**config.mk**
```make
export PLATFORM = sky130hd
export DESIGN_NAME = demux_deserializer
export DESIGN_NICKNAME = d
export VERILOG_FILES = /design/src/rtl/demux_deserializer.sv
export SDC_FILE = /design/constraint.sdc
export NUM_CORES = 1
export LEC_CHECK = 0
export CAP_MARGIN = 30
export CORE_ASPECT_RATIO = 0.6
export CORE_UTILIZATION = 40
export DETAILED_ROUTE_END_ITERATION = 12
export PLACE_DENSITY = 0.73
export SLEW_MARGIN = 20
export SYNTH_ARGS = -nofsm -noshare
export SYNTH_HDL_FRONTEND = slang
export SYNTH_SLANG_ARGS = --single-unit
```
**constraint.sdc**
```tcl
create_clock -name clk -period 1.7 [get_ports clk]
set_input_delay 0.17 -clock clk [delete_from_list [all_inputs] [get_ports clk]]
set_output_delay 0.17 -clock clk [all_outputs]
set_load 0.02 [all_outputs]
```
**src/rtl/demux_deserializer.sv**
```systemverilog
// Two-channel serial-to-parallel deserializer fed by a 1:2 demux select.
// Each channel assembles MSB-first WIDTH-bit words into a valid/ready holding register with sticky overflow.
module demux_deserializer #(
    parameter int WIDTH = 8
) (
    input  logic             clk,
    input  logic             rst,
    input  logic             i,
    input  logic             s,
    input  logic             in_valid,
    output logic [WIDTH-1:0] y0_data,
    output logic             y0_valid,
    input  logic             y0_ready,
    output logic [WIDTH-1:0] y1_data,
    output logic             y1_valid,
    input  logic             y1_ready,
    output logic [1:0]       ovf,
    input  logic             ovf_clr
);

    localparam int CW = (WIDTH > 2) ? $clog2(WIDTH) : 1;
    localparam logic [CW-1:0] CNT_LAST = CW'(WIDTH - 1);

    logic [WIDTH-1:0] sh_q   [2];
    logic [WIDTH-1:0] sh_d   [2];
    logic [CW-1:0]    cnt_q  [2];
    logic [CW-1:0]    cnt_d  [2];
    logic [WIDTH-1:0] data_q [2];
    logic [WIDTH-1:0] data_d [2];
    logic [1:0]       valid_q;
    logic [1:0]       valid_d;
    logic [1:0]       ovf_q;
    logic [1:0]       ovf_d;
    logic [1:0]       ready;
    logic [WIDTH-1:0] word;

    assign ready = {y1_ready, y0_ready};

    always_comb begin
        sh_d    = sh_q;
        cnt_d   = cnt_q;
        data_d  = data_q;
        valid_d = valid_q;
        word    = '0;
        // Clear is applied first so a same-cycle overflow below takes priority.
        ovf_d   = ovf_clr ? 2'b00 : ovf_q;
        for (int unsigned ch = 0; ch < 2; ch++) begin
            if (valid_q[ch] && ready[ch]) begin
                valid_d[ch] = 1'b0;
            end
            if (in_valid && (s == ch[0])) begin
                word = {sh_q[ch][WIDTH-2:0], i};
                if (cnt_q[ch] == CNT_LAST) begin
                    cnt_d[ch] = '0;
                    sh_d[ch]  = '0;
                    if (!valid_q[ch] || ready[ch]) begin
                        data_d[ch]  = word;
                        valid_d[ch] = 1'b1;
                    end else begin
                        ovf_d[ch] = 1'b1;
                    end
                end else begin
                    cnt_d[ch] = cnt_q[ch] + CW'(1);
                    sh_d[ch]  = word;
                end
            end
        end
    end

    always_ff @(posedge clk or posedge rst) begin
        if (rst) begin
            for (int unsigned ch = 0; ch < 2; ch++) begin
                sh_q[ch]   <= '0;
                cnt_q[ch]  <= '0;
                data_q[ch] <= '0;
            end
            valid_q <= '0;
            ovf_q   <= '0;
        end else begin
            for (int unsigned ch = 0; ch < 2; ch++) begin
                sh_q[ch]   <= sh_d[ch];
                cnt_q[ch]  <= cnt_d[ch];
                data_q[ch] <= data_d[ch];
            end
            valid_q <= valid_d;
            ovf_q   <= ovf_d;
        end
    end

    assign y0_data  = data_q[0];
    assign y1_data  = data_q[1];
    assign y0_valid = valid_q[0];
    assign y1_valid = valid_q[1];
    assign ovf      = ovf_q;

endmodule

```
==> metrics.md <==
| Metric | Value |
|---|---|
| Die ar. | 4590 sq um |
| Peak Freq | 612 MHz |
| Setup TNS | 0 ns |
| Worst path arrival time | 1.81 ns |
| Wire length per cell | 13.5 microns |
| # DRC | 0 |
| Final worst path period share | 96.1% |
| Syn_area_per_cell | 13.1 sq um |
| Top cell type's share of synthesized area | 58.0% |
| Max-cap viol count | 0 |
| Worst skew pair latency | 0.29 ns |
| Slew @ Worst Pin | 0.500 ns |
| Yosys cell types | 18 |
| Final Critical Period | 1.63 ns |
| Vias in the first global route | 1120 |
| Register area | 1000 sq um |
| RD Place Congestion | 0.721 |
| CP endpoint kind | register |
| Pwr/cell area | 1610 nW/um^2 |
| Tightest Hold Check Type | primary input to async pin |
| TritonCTS clock tree | built |
| R2R Path Start | cnt_q[3] |
| Clock sink count | 40 |
| Antenna Violating Nets Remaining | 0 |
| N_diodes | 0 |
| Detailed placer's ending HPWL | 2.19 mm |
| Yosys Warn Count | 0 |
| Final Max Tran Viols | 0 |
| Starting Density | 41.9% |
| Largest net degree at the start of global routing | 41 |
| Biggest area consumer among synthesized cells | dfrtp_1 |
| Global-route wire length before repair | 5.27 mm |
| Status | complete, no violations |
| # setup viols final | 0 |
| Die X | 86.8 microns |
| Reg2reg setup slack | 0.07 ns |
| Initial DRT Pass Iterations | 3 |
| Row count | 18 |
| Gr usage total | 15.6% |
| Final core utilization | 55.6% |
| Vias | 1048 |
| VDD IR max | 0.526 mV |
| Num ports | 28 |
| Via/cell ratio | 4.54 |
| Htree depth | 2 |
| CP startpoint | cnt_q[3] |
| Pleak | 1.05 nW |
| Yosys reg bits | 40 |
| Multi-input gate area | 681 sq um |
| Layout area overhead | 32.7% |
| Worst slew margin | 66.7% |
| Layout cell share with drive strength beyond 1 | 24.0% |
| Commonest non-fill, non-tap cell in the layout | dfrtp_1 |
| Fill count | 355 |
| CP Class | register to register |
| IO Port Bufs | 27 |
| Nets | 184 |
| Clk root buf | clkbuf_8 |
| Syn Nets | 146 |
| Post-CTS Hold Buffers | 0 |
| Reg-to-Reg End | y0_data[2] |
| Worst Path Max Fanout | 8 |
| Top cells by area, synth | dfrtp_1, mux2_4, nand2b_1 |
| Required @ worst endpoint | 1.87 ns |
| Setup crit start kind | register |
| Initial antenna violation count | 0 |
| RSZ-0062 raised after global routing | no |
| Worst r2r path cells | 6 |
| Layout Skew | 0.00639 ns |
| Cells after synthesis | 132 |
| DRT Wirelength | 3.12 mm |
| Fin. Hold Viols | 0 |
| GRT overflow | 0 |
| Clock Tree Buf Depth | 2 |
| Synth Cell Area | 1730 sq um |
| Die Y | 52.9 microns |
| Power, Total | 3.69 mW |
| Core area | 4120 sq um |
| CTS clk-pin slew, worst paths | 0.08 ns |
| 1st-iter DRT viols | 40 |
| CTS Buf Count | 5 |
| Most frequent cells in the layout | dfrtp_1, clkdlybuf4s50_1, nand2_1, mux2_4, nand2b_1 |
| Sequential area share after synthesis | 58.0% |
-- state kept, by name (all words and copies together) (netlist names) --
register and count:
cnt_q 6, y1_data 8, y0_data 8, valid_q 2, ovf 2, sh_q 14
-- critical path, stage by stage, from the launching register on --
cell	delay, ns
dfrtp_1	0.36
ha_2	0.19
ha_2	0.19
nand3b_1	0.12
nor2b_2	0.19
buf_12	0.15
mux2_4	0.30
-- Yosys cell counts --
cell type,number
o21ai_0,14
and4_1,1
dfrtp_1,40
a21o_1,2
nand2b_1,16
nand2b_4,1
inv_1,3
buf_6,2
nand3b_1,1
buf_2,3
nand2_1,17
nor2b_2,1
o22ai_1,2
nand3_1,1
ha_1,6
nor3_1,2
mux2_4,16
mux2_2,4
-- layer usage --
metal,share of wire (%),vias to the layer above,GRT usage [%]
li1,-,516,-
met1,51,507,19.9
met2,46,25,25.3
met3,3.2,0,4.21
met4,0,0,6.67
met5,0,-,0
-- what timing repair did --
item | CTS | global route
endpoints found under the setup margin | 0 | 8
endpoints found under the hold margin | 0 | 0
setup buffers | 0 | 3
resized for setup | 0 | 2
-- metrics by stage --
stage                     setup slack, ns  hold slack, ns  cells  instance area (sq um)
after floorplan                     0.185           0.269    132                   1730
after global placement              0.106           0.464    220                   2100
after detailed placement           0.0515           0.471    220                   2100
after CTS                         0.00659           0.329    228                   2260
after global routing              0.00185           0.362    231                   2290
final                              0.0662           0.314    231                   2290
-- worst max-delay path by stage --
stage	end	slack (ns)	depth (start not counted)
6_report	y0_data[2]	0.07	6
4_1_cts	y0_data[2]	0.007	6
5_1_grt	y0_data[2]	0.002	6
2_1_floorplan	y1_data[0]	0.19	5
3_5_place_dp	y0_data[5]	0.05	6
3_3_place_gp	y0_data[1]	0.11	6
-- layout make-up --
class / count / share of cell area, %
flip-flops and latches: 40 / 43.7
repair buffers: 36 / 15.8
inverters: 3 / 0.492
clock buffers: 5 / 3.01
multi-input cells: 84 / 29.7
well taps: 60 / 3.28
clock inverters: 3 / 3.93
-- power breakdown --
group,switching [mW],internal (mW)
clock network,0.326,0.734
registers,0.203,1.25
logic,0.483,0.690
-- cell families (layout without fill, tap and decap cells) --
group                      after synthesis  count (layout)  share of synthesized area [%]
DFF                                     40              40                           58.0
and+or+nand+nor                         40              40                           12.6
muxes                                   20              20                           16.5
AOI/OAI and AO/OA                       18              18                           5.66
buffers and inverters                    8              47                           2.83
adders and majority gates                6               6                           4.35
Note: power is estimated with default switching activity, not from simulation.
